### src/rtl/ssb_drv_pkg.sv
// Shared types and constants for the SSB H-bridge drive generator.
package ssb_drv_pkg;

    // Top-level sequencing of the bridge drive.
    typedef enum logic [1:0] {
        IDLE      = 2'd0,
        RAMP_UP   = 2'd1,
        RUN       = 2'd2,
        RAMP_DOWN = 2'd3
    } ssb_state_t;

    // Bridge patterns, packed as {DRV0, DRV1}.
    localparam logic [1:0] DRV_OFF = 2'b00;
    localparam logic [1:0] DRV_P   = 2'b01;
    localparam logic [1:0] DRV_N   = 2'b10;
    localparam logic [1:0] DRV_Z   = 2'b11;

    // Accumulator width derived from the base phase resolution.
    function automatic int acc_width(input int nbits);
        return nbits + 3;
    endfunction

endpackage

### src/rtl/ssb_deadtime_gate.sv
// Dead-time gate: forces Z between opposite polarities until enough Z cycles
// have been driven. Remembers the last non-Z polarity and counts consecutive Z.
module ssb_deadtime_gate
    import ssb_drv_pkg::*;
#(
    parameter int DT_BITS = 4
) (
    input  logic               clk,
    input  logic               rst,
    input  logic               clr,
    input  logic [1:0]         raw,
    input  logic [DT_BITS-1:0] dead_time,
    output logic [1:0]         gated
);

    logic [1:0]         last_pol;
    logic [DT_BITS-1:0] z_cnt;
    logic               reversal;

    // A reversal is allowed only once z_cnt has reached dead_time; dead_time=0 never blocks.
    always_comb begin
        reversal = ((raw == DRV_P) && (last_pol == DRV_N)) ||
                   ((raw == DRV_N) && (last_pol == DRV_P));
        gated    = raw;
        if (reversal && (z_cnt < dead_time)) begin
            gated = DRV_Z;
        end
    end

    // Polarity memory and saturating count of consecutive Z outputs.
    always_ff @(posedge clk) begin
        if (rst || clr) begin
            last_pol <= DRV_OFF;
            z_cnt    <= '0;
        end else if (gated == DRV_Z) begin
            if (z_cnt != {DT_BITS{1'b1}}) begin
                z_cnt <= z_cnt + DT_BITS'(1);
            end
        end else begin
            z_cnt    <= '0;
            last_pol <= gated;
        end
    end

endmodule

### src/rtl/ssb_bridge_driver.sv
// SSB H-bridge drive generator: phase accumulator folded into a triangle,
// compared against a ramped amplitude to give a three-level bridge drive,
// with shadowed settings applied at phase wrap and dead-time insertion.
module ssb_bridge_driver
    import ssb_drv_pkg::*;
#(
    parameter int NBITS     = 24,
    parameter int DT_BITS   = 4,
    parameter int RAMP_BITS = 16,
    parameter int RAMP_DIV  = 1024
) (
    input  logic                 clk,
    input  logic                 rst,
    input  logic [NBITS-11:0]    delta_phase,
    input  logic [NBITS-7:0]     ssb_freq,
    input  logic [NBITS+2:0]     amplitude,
    input  logic [RAMP_BITS-1:0] ramp_step,
    input  logic [DT_BITS-1:0]   dead_time,
    input  logic                 stdby,
    output logic                 DRV0,
    output logic                 DRV1,
    output logic                 running,
    output logic                 ramping
);

    localparam int           W          = acc_width(NBITS);
    localparam int           FW         = NBITS - 6;
    localparam int           DW         = NBITS - 10;
    localparam int           PW         = (RAMP_DIV > 1) ? $clog2(RAMP_DIV) : 1;
    localparam logic [PW-1:0] PRESC_LAST = PW'(RAMP_DIV - 1);
    localparam logic [W-1:0]  HALF       = {1'b1, {(W-1){1'b0}}};

    ssb_state_t     state, state_nxt;
    logic [W-1:0]   acc;
    logic [FW-1:0]  freq_sh, freq_nxt;
    logic [DW-1:0]  dphase_sh, dphase_nxt;
    logic [W-1:0]   amp_tgt, tgt_nxt;
    logic [W-1:0]   amp_cur, amp_nxt;
    logic [PW-1:0]  presc;
    logic [1:0]     drv_q, drv_nxt;
    logic           running_nxt, ramping_nxt;

    logic [W-1:0]   inc;
    logic [W:0]     acc_sum;
    logic           wrap;
    logic           load_sh;
    logic [W-1:0]   amp_clamped;
    logic           in_ramp;
    logic           tick;
    logic           step_now;
    logic [W-1:0]   step_w;
    logic [W:0]     up_sum;
    logic [W-1:0]   amp_up;
    logic [W-1:0]   amp_floor;
    logic [W:0]     dn_lim;
    logic [W-1:0]   amp_dn;
    logic           resume_up;
    logic [W-1:0]   count;
    logic [W:0]     half_minus;
    logic [1:0]     raw_drv;
    logic [1:0]     gated_drv;

    // Increment, wrap detection, shadow load values and ramp arithmetic.
    always_comb begin
        inc         = {{(W-FW){1'b0}}, freq_sh} + {{(W-DW){1'b0}}, dphase_sh};
        acc_sum     = {1'b0, acc} + {1'b0, inc};
        wrap        = acc_sum[W];
        load_sh     = (state == IDLE) || wrap;
        amp_clamped = (amplitude > HALF) ? HALF : amplitude;
        tgt_nxt     = load_sh ? amp_clamped : amp_tgt;
        freq_nxt    = load_sh ? ssb_freq : freq_sh;
        dphase_nxt  = load_sh ? delta_phase : dphase_sh;

        in_ramp     = (state == RAMP_UP) || (state == RAMP_DOWN);
        tick        = in_ramp && (presc == PRESC_LAST);
        step_now    = tick || (ramp_step == '0);
        step_w      = {{(W-RAMP_BITS){1'b0}}, ramp_step};

        // Up: min(amp_cur + step, target), computed wide so it cannot overshoot.
        up_sum      = {1'b0, amp_cur} + {1'b0, step_w};
        amp_up      = ((ramp_step == '0) || (up_sum >= {1'b0, tgt_nxt})) ? tgt_nxt : up_sum[W-1:0];

        // Down: max(amp_cur - step, floor); floor is zero when heading to standby.
        amp_floor   = stdby ? '0 : tgt_nxt;
        dn_lim      = {1'b0, amp_floor} + {1'b0, step_w};
        amp_dn      = ((ramp_step == '0) || ({1'b0, amp_cur} < dn_lim)) ? amp_floor : (amp_cur - step_w);
        resume_up   = !stdby && (amp_cur < tgt_nxt);
    end

    // Amplitude update for the current state.
    always_comb begin
        amp_nxt = amp_cur;
        case (state)
            IDLE:      amp_nxt = '0;
            RAMP_UP:   if (!stdby && step_now) amp_nxt = amp_up;
            RUN:       amp_nxt = amp_cur;
            RAMP_DOWN: if (!resume_up && step_now) amp_nxt = amp_dn;
            default:   amp_nxt = '0;
        endcase
    end

    // Next-state logic.
    always_comb begin
        state_nxt = state;
        case (state)
            IDLE: begin
                if (!stdby) state_nxt = RAMP_UP;
            end
            RAMP_UP: begin
                if (stdby)                      state_nxt = RAMP_DOWN;
                else if (amp_nxt == tgt_nxt)    state_nxt = RUN;
            end
            RUN: begin
                if (stdby)                      state_nxt = RAMP_DOWN;
                else if (tgt_nxt > amp_cur)     state_nxt = RAMP_UP;
                else if (tgt_nxt < amp_cur)     state_nxt = RAMP_DOWN;
            end
            RAMP_DOWN: begin
                if (resume_up)                          state_nxt = RAMP_UP;
                else if (stdby && (amp_nxt == '0))      state_nxt = IDLE;
                else if (!stdby && (amp_nxt == tgt_nxt)) state_nxt = RUN;
            end
            default: state_nxt = IDLE;
        endcase
    end

    // Folded triangle and raw P/N/Z decision; 2^(W-1)-amp_cur needs W+1 bits.
    always_comb begin
        count      = acc[W-1] ? ~acc : acc;
        half_minus = {1'b0, HALF} - {1'b0, amp_cur};
        if (count < amp_cur)                  raw_drv = DRV_P;
        else if ({1'b0, count} > half_minus)  raw_drv = DRV_N;
        else                                  raw_drv = DRV_Z;
    end

    ssb_deadtime_gate #(
        .DT_BITS (DT_BITS)
    ) u_gate (
        .clk       (clk),
        .rst       (rst),
        .clr       (state == IDLE),
        .raw       (raw_drv),
        .dead_time (dead_time),
        .gated     (gated_drv)
    );

    // Output decode: bridge OFF whenever idle or entering idle.
    always_comb begin
        drv_nxt     = ((state == IDLE) || (state_nxt == IDLE)) ? DRV_OFF : gated_drv;
        running_nxt = (state_nxt == RUN);
        ramping_nxt = (state_nxt == RAMP_UP) || (state_nxt == RAMP_DOWN);
    end

    // State register with status outputs registered alongside it.
    always_ff @(posedge clk) begin
        if (rst) begin
            state   <= IDLE;
            running <= 1'b0;
            ramping <= 1'b0;
        end else begin
            state   <= state_nxt;
            running <= running_nxt;
            ramping <= ramping_nxt;
        end
    end

    // Datapath registers: accumulator, shadows, amplitude, prescaler, drive.
    always_ff @(posedge clk) begin
        if (rst) begin
            acc       <= '0;
            freq_sh   <= '0;
            dphase_sh <= '0;
            amp_tgt   <= '0;
            amp_cur   <= '0;
            presc     <= '0;
            drv_q     <= DRV_OFF;
        end else begin
            acc       <= ((state == IDLE) || (state_nxt == IDLE)) ? '0 : acc_sum[W-1:0];
            freq_sh   <= freq_nxt;
            dphase_sh <= dphase_nxt;
            amp_tgt   <= tgt_nxt;
            amp_cur   <= amp_nxt;
            presc     <= in_ramp ? (tick ? '0 : presc + PW'(1)) : '0;
            drv_q     <= drv_nxt;
        end
    end

    assign DRV0 = drv_q[1];
    assign DRV1 = drv_q[0];

endmodule
### config.mk
export PLATFORM = sky130hd
export DESIGN_NAME = ssb_bridge_driver
export DESIGN_NICKNAME = d
export VERILOG_FILES = /design/src/rtl/ssb_drv_pkg.sv /design/src/rtl/ssb_deadtime_gate.sv /design/src/rtl/ssb_bridge_driver.sv
export SDC_FILE = /design/constraint.sdc
export NUM_CORES = 1
export LEC_CHECK = 0
export BUFFER_PORTS_ARGS = -buffer_cell sky130_fd_sc_hd__buf_2
export CAP_MARGIN = 40
export CORE_MARGIN = 2
export CORE_UTILIZATION = 45
export DETAILED_ROUTE_END_ITERATION = 8
export RECOVER_POWER = 50
export SLEW_MARGIN = 20
export SYNTH_ARGS = -nofsm -noshare
export SYNTH_HDL_FRONTEND = slang
export SYNTH_HIERARCHICAL = 1
export SYNTH_SLANG_ARGS = --single-unit
export TNS_END_PERCENT = 30
### constraint.sdc
create_clock -name clk -period 19.35 [get_ports clk]
set_input_delay 3.87 -clock clk [delete_from_list [all_inputs] [get_ports clk]]
set_output_delay 3.87 -clock clk [all_outputs]
set_load 0.01 [all_outputs]
## After elaboration in Yosys (flattened, before gate mapping)

Cells that the tools add are included.

- Flip-flop bits (word level): 135
- Latch bits: 0
- RAM bits: 0
- Bits in read-only memories: 0
- Bits of input ports: 82
- Output and inout bits: 4
- Word-level logic and storage cells: 95
- Memories: 0

- Add/sub/neg operators: 8
- Multipliers: 0
- Div/mod/pow operators: 0
- Order comparisons: 9
- Equal/unequal tests: 14
- Shifts and indexed selects: 0
- Mux-type cells: 22
- Bitwise gates (word level): 3
- Reduce and logical (&&, ||, !) cells: 27

Operators by type and width:

| kind | count |
|---|---|
| 2-to-1 mux 27 bit | 8 |
| one-hot mux 27 bit (4 select lines) | 1 |
| less-than comparator 27 bit | 3 |
| adder 27 x 16 -> 28 bit | 2 |
| adder 27 x 19 -> 28 bit | 1 |
| greater-or-equal comparator 28 x 27 -> 1 bit | 1 |
| > comparator 27 x 28 -> 1 bit | 1 |
| less-than comparator 27 x 28 -> 1 bit | 1 |
| subtractor 27 x 27 -> 28 bit (first input constant) | 1 |
| == test 27 bit | 1 |
| > comparator 27 bit | 1 |
| > comparator 27 bit (second input constant) | 1 |
| zero test 27 bit | 1 |
| NOT 27 bit | 1 |
| subtractor 27 x 16 -> 27 bit | 1 |
| 2-to-1 mux 2 bit | 11 |
| adder 18 x 14 -> 19 bit | 1 |
| zero test 16 bit | 1 |
| == test 2 bit (second input constant) | 7 |
| adder 10 x 1 -> 10 bit (second input constant) | 1 |
| == test 10 bit (second input constant) | 1 |
| logical AND 1 bit | 9 |
| logical OR 1 bit | 9 |
| == test 2 x 1 -> 1 bit (second input constant) | 4 |
| 10 further kinds | 14 |

## Logic depth before layout (Yosys ltp)

- Depth after elaboration: 20
- Depth in mapped cells: 50

## By module

Netlist, hierarchy kept.

Modules (own cells, without submodules):

| module | instances | cells an instance | area each (µm²) | seq. area each (µm²) |
|---|---|---|---|---|
| ssb_bridge_driver | 1 | 2176 | 16051.6 | 2562.5 |
| ssb_deadtime_gate | 1 | 46 | 385.4 | 120.1 |

## Worst setup path before layout

OpenSTA, ideal clock, no wires.

- Path kind: in2reg
- From: input stdby
- To: register acc[12]
- Arrival: 12094 ps
- Required time: 19235 ps
- Path slack: 7141 ps
- Cell stages on the path: 35
- Buffers on the path: 8
- Cells stage by stage: clkbuf_1 -> buf_1 -> buf_1 -> clkbuf_1 -> clkbuf_1 -> clkbuf_1 -> nor2_1 -> ha_1 -> or2_2 -> a211o_1 -> or3_1 -> a22o_1 -> or2_2 -> o211ai_1 -> nand3_1 -> maj3_1 -> a211o_1 -> a31oi_1 -> nor2_1 -> xnor2_1 -> ha_1 -> nand4_1 -> or4_1 -> o31ai_1 -> a21oi_1 -> a211o_1 -> buf_2 -> o21ai_0 -> nand3_1 -> or4_1 -> nor4_2 -> nand4_2 -> o21ai_4 -> buf_8 -> nor2_2

- Word-level cells in the longest chain between the ends: 16
- Elaborated cells between the ends (all ways): 28
- Classes of those cells: add/sub (1); order compare (1); eq/ne (1); mux (13); reduce/logical (12)

Ends and longest elaborated chain:

| element | RTL line | source |
|---|---|---|
| start: declaration | ssb_bridge_driver.sv:19 | `input logic stdby,` |
| 2-to-1 mux 27 bit | ssb_bridge_driver.sv:84 | `amp_floor = stdby ? '0 : tgt_nxt;` |
| adder 27 x 16 -> 28 bit | ssb_bridge_driver.sv:85 | `dn_lim = {1'b0, amp_floor} + {1'b0, step_w};` |
| less-than comparator 27 x 28 -> 1 bit | ssb_bridge_driver.sv:86 | `amp_dn = ((ramp_step == '0) \|\| ({1'b0, amp_cur} < dn_lim)) ? amp_floor : (amp_cur - step_w);` |
| logical OR 1 bit | ssb_bridge_driver.sv:86 |  |
| 2-to-1 mux 27 bit | ssb_bridge_driver.sv:86 |  |
| 2-to-1 mux 27 bit | ssb_bridge_driver.sv:97 | `RAMP_DOWN: if (!resume_up && step_now) amp_nxt = amp_dn;` |
| one-hot mux 27 bit (4 select lines) | ssb_bridge_driver.sv:93 | `case (state)` |
| == test 27 bit | ssb_bridge_driver.sv:111, ssb_bridge_driver.sv:121 |  |
| logical AND 1 bit | ssb_bridge_driver.sv:121 | `else if (!stdby && (amp_nxt == tgt_nxt)) state_nxt = RUN;` |
| 2-to-1 mux 2 bit | ssb_bridge_driver.sv:121 |  |
| 2-to-1 mux 2 bit | ssb_bridge_driver.sv:120 | `else if (stdby && (amp_nxt == '0)) state_nxt = IDLE;` |
| 2-to-1 mux 2 bit | ssb_bridge_driver.sv:119 | `if (resume_up) state_nxt = RAMP_UP;` |
| one-hot mux 2 bit (4 select lines) * | ssb_bridge_driver.sv:105 | `case (state)` |
| zero test 2 bit * | ssb_bridge_driver.sv:178 | `acc <= ((state == IDLE) \|\| (state_nxt == IDLE)) ? '0 : acc_sum[W-1:0];` |
| logical OR 1 bit * | ssb_bridge_driver.sv:178 |  |
| OR reduction 2 bit (no source line) * | -- |  |
| end signal: assignment | ssb_bridge_driver.sv:178 |  |
| end: declaration | ssb_bridge_driver.sv:34 | `logic [W-1:0] acc;` |

Every way passes the cells marked *; elsewhere a longest branch is shown, timed or not.
A chain may end at the register's enable or synchronous reset.

## Worst setup path after layout

- From: input amplitude[0]
- To: register acc[17]

- Word-level cells in the longest chain between the ends: 19
- Elaborated cells between the ends (all ways): 36
- Classes of those cells: add/sub (1); order compare (6); eq/ne (1); mux (17); reduce/logical (11)

Ends and longest elaborated chain:

| element | RTL line | source |
|---|---|---|
| start: declaration | ssb_bridge_driver.sv:16 | `input logic [NBITS+2:0] amplitude,` |
| > comparator 27 bit * | ssb_bridge_driver.sv:69 | `amp_clamped = (amplitude > HALF) ? HALF : amplitude;` |
| 2-to-1 mux 27 bit * | ssb_bridge_driver.sv:69 |  |
| 2-to-1 mux 27 bit * | ssb_bridge_driver.sv:70 | `tgt_nxt = load_sh ? amp_clamped : amp_tgt;` |
| via tgt_nxt[5] | ssb_bridge_driver.sv:37 | `logic [W-1:0] amp_tgt, tgt_nxt;` |
| 2-to-1 mux 27 bit | ssb_bridge_driver.sv:84 |  |
| adder 27 x 16 -> 28 bit | ssb_bridge_driver.sv:85 |  |
| less-than comparator 27 x 28 -> 1 bit | ssb_bridge_driver.sv:86 |  |
| logical OR 1 bit | ssb_bridge_driver.sv:86 |  |
| [4 not listed] | -- |  |
| logical AND 1 bit | ssb_bridge_driver.sv:121 |  |
| 2-to-1 mux 2 bit | ssb_bridge_driver.sv:121 |  |
| 2-to-1 mux 2 bit | ssb_bridge_driver.sv:120 |  |
| 2-to-1 mux 2 bit | ssb_bridge_driver.sv:119 |  |
| one-hot mux 2 bit (4 select lines) * | ssb_bridge_driver.sv:105 |  |
| zero test 2 bit * | ssb_bridge_driver.sv:178 |  |
| logical OR 1 bit * | ssb_bridge_driver.sv:178 |  |
| OR reduction 2 bit (no source line) * | -- |  |

The timed path passes the listed nets; every way through them passes the cells marked *.

==> metrics.txt <==
Largest stage delay, worst path 0.64 ns; max-cap violation count 1; layout cells sized above 1 0.115; Post-DP Area 17,500 sq um; largest net degree at the start of global routing 66; CTS Hold Bufs 0; slowest CP cell o21ai_0; final hold vios 0; setup repair after global routing missed its margin false; worst-path fanout max 17; CTS Buf Count 17; H-Tree Depth 4; fin crit share 0.714; Max Freq 72.4 MHz; Reg clk slew, reported paths 0.08 ns; register bit total from synthesis 134; Mapped Nets 2,525; Die H 195 microns; die footprint 38,100 sq um; Post-DRT Antenna Nets 0; sequential area share after synthesis 0.163; Worst Setup Start Kind input port; CTS resizes 0; Synth Instances 2,222; later-pin clock latency in the skew report 0.46 ns; most used cell along the critical path nor2_1; outcome complete, but fails checks; WS Path Type in -> reg; via density per instance 6.63; ys async rst share 0; setup bufs post-CTS 0; initial antenna violation count 1; Final min period 13.82 ns; Critical Path Source amplitude[0]; failing checks capacitance limit, slew limit; power per cell area 57.3 nW/um^2; Synth area leader dfxtp_1; vias in the first global route 17,800; CTS tree built; Finished Layout Cells 2,765; GRT Residual Overflow 0; leakage 7.91 nW; CP top delay family simple AND/OR/NAND/NOR gates; first-pass iteration count of the detailed router 8; Starting DRT DRC Count 1,914; Synth area leaders dfxtp_1, ha_1, a21oi_1, xnor2_1, nor2_1; worst reg2reg path startpoint acc[1]$_SDFF_PP0_; Post-synth EDFFs 0; root buffer cell clkbuf_16; commonest cells in the netlist nor2_1, nand2_1, ha_1, a21oi_1, dfxtp_1; Final Instance Area 18,100 sq um; Synth Flop Type dfxtp_1; IO Pins 86; Setup-failing EPs final 0; min-delay src freq_sh[0]$_SDFFE_PP0N_; Worst Path Required 19.71 ns; DR vias 18,300; Least-Margin Pin Slew 3.49 ns; Nets 2,586; DIE WIDTH 195 microns; Starting Density 0.453; port buffer count 85; critical path buffer and inverter count 5; number of remaining DRC errors 0; wire per inst 28.8 microns; first-pass GRT wire length 116 mm; Detailed Route WL 79.7 mm; Slew headroom -1.33; total core area 36,300 sq um; setup TNS 0 ns; Clock Skew 0.0129 ns; GP Congestion 1.08; HPWL Detailed 62.7 mm; Cells after DPL 2,730; count of different cell masters after synthesis 103; post-synth top area share 0.163; cell row count 70; synthesis warning total 6; Critical Path End Type flop; Total Routing Usage GR 0.415; Syn Area/Cell 7.40 sq um; area grow syn2layout 10.0%; WP data arrival 14.18 ns; CTS Sinks 134; clk buf depth 2; most frequent cell after synthesis nor2_1; maximum vdd ir drop 0.0634 mV; Post-Syn Area 16,400 sq um; worst min path class reg -> reg; Slew Viols, Final 61
## report_power, final
part / internal [W] / leakage (nW) / switching (W)
Sequential: 0.000290 / 1.09 / 0.0000111
Clock: 0.000178 / 0.300 / 0.000186
Combinational: 0.000124 / 6.53 / 0.000248
## area by class of cell
cell class                      count  area (sq um)
Multi-Input combinational cell   1851         12800
Tap cell                          468           586
Antenna cell                        1          2.50
Clock buffer                       17           425
Inverter                          127           477
Timing Repair Buffer              152           921
Fill cell                        3723         18200
Clock inverter                     15           189
Sequential cell                   134          2680
## worst reg2reg max path: cells and delay by family (launching register included)
family,cells,cell delay (ns)
compound gates,15,4.67
mux,1,0.37
buf+inv,4,0.86
xor+xnor,1,0.15
flops,1,0.38
fa+ha+maj,6,2.20
simple gates,15,3.76
## metal layers
layer  vias up  wire (microns)  track usage
met1      8719           31900        0.511
li1       8258               -            -
met3       290            7420       0.0893
met5         -              10            0
met4         2            5810        0.273
met2      1050           34600        0.654
## cell usage in the layout, fill, tap and decap left out, types with 50 or more instances in the layout
master | synthesis | final
o21ai_0 | 97 | 97
a21oi_1 | 183 | 183
nor2_1 | 221 | 219
buf_4 | 7 | 57
nand2_1 | 210 | 210
ha_1 | 203 | 203
xnor2_1 | 101 | 101
xor2_1 | 50 | 50
nand3_1 | 76 | 76
inv_1 | 118 | 118
nor3_1 | 56 | 56
dfxtp_1 | 134 | 134
buf_2 | 12 | 87
## path summary, 6_finish.rpt
kind	to	slack, ns	depth (start not counted)
max	acc[17]$_SDFF_PP0_	5.53	39
min	freq_sh[0]$_SDFFE_PP0N_	0.46	2
max reg2reg	acc[17]$_SDFF_PP0_	6.86	42
min reg2reg	freq_sh[0]$_SDFFE_PP0N_	0.46	2
## sequential cells by signal, indices dropped and copies added (netlist names)
signal and cells:
acc 27, amp_cur 27, amp_tgt 27, freq_sh 18, dphase_sh 14, presc 10, u_gate/z_cnt 4, drv_q 2
state 2, u_gate/last_pol 2, running 1
## cells by family (layout without fill, tap and decap cells)
| kind of cell | after synthesis | after routing | share of synthesized area |
|---|---|---|---|
| buffers and inverters | 237 | 311 | 0.0590 |
| multiplexers | 21 | 21 | 0.0133 |
| AND/OR/NAND/NOR | 808 | 808 | 0.238 |
| XOR/XNOR | 151 | 151 | 0.0805 |
| other | 0 | 1 | 0 |
| flip-flops | 134 | 134 | 0.163 |
| AO/OA/AOI/OAI | 649 | 649 | 0.269 |
| adder cells (fa/ha/maj) | 222 | 222 | 0.177 |
## per-stage QoR
| step | hold WS [ns] | utilization | power (W) | setup WS [ns] |
|---|---|---|---|---|
| 2_1_floorplan | 0.426 | - | 0.000537 | 7.14 |
| 3_3_place_gp | 0.440 | 0.480 | 0.000662 | 5.05 |
| 3_5_place_dp | 0.449 | 0.482 | 0.000667 | 5.25 |
| 4_1_cts | 0.460 | 0.499 | 0.00103 | 5.73 |
| 5_1_grt | 0.482 | 0.499 | 0.00108 | 4.98 |
| 6_report | 0.456 | 0.499 | 0.00104 | 5.53 |
No activity file was read; power rests on OpenSTA's default activity.
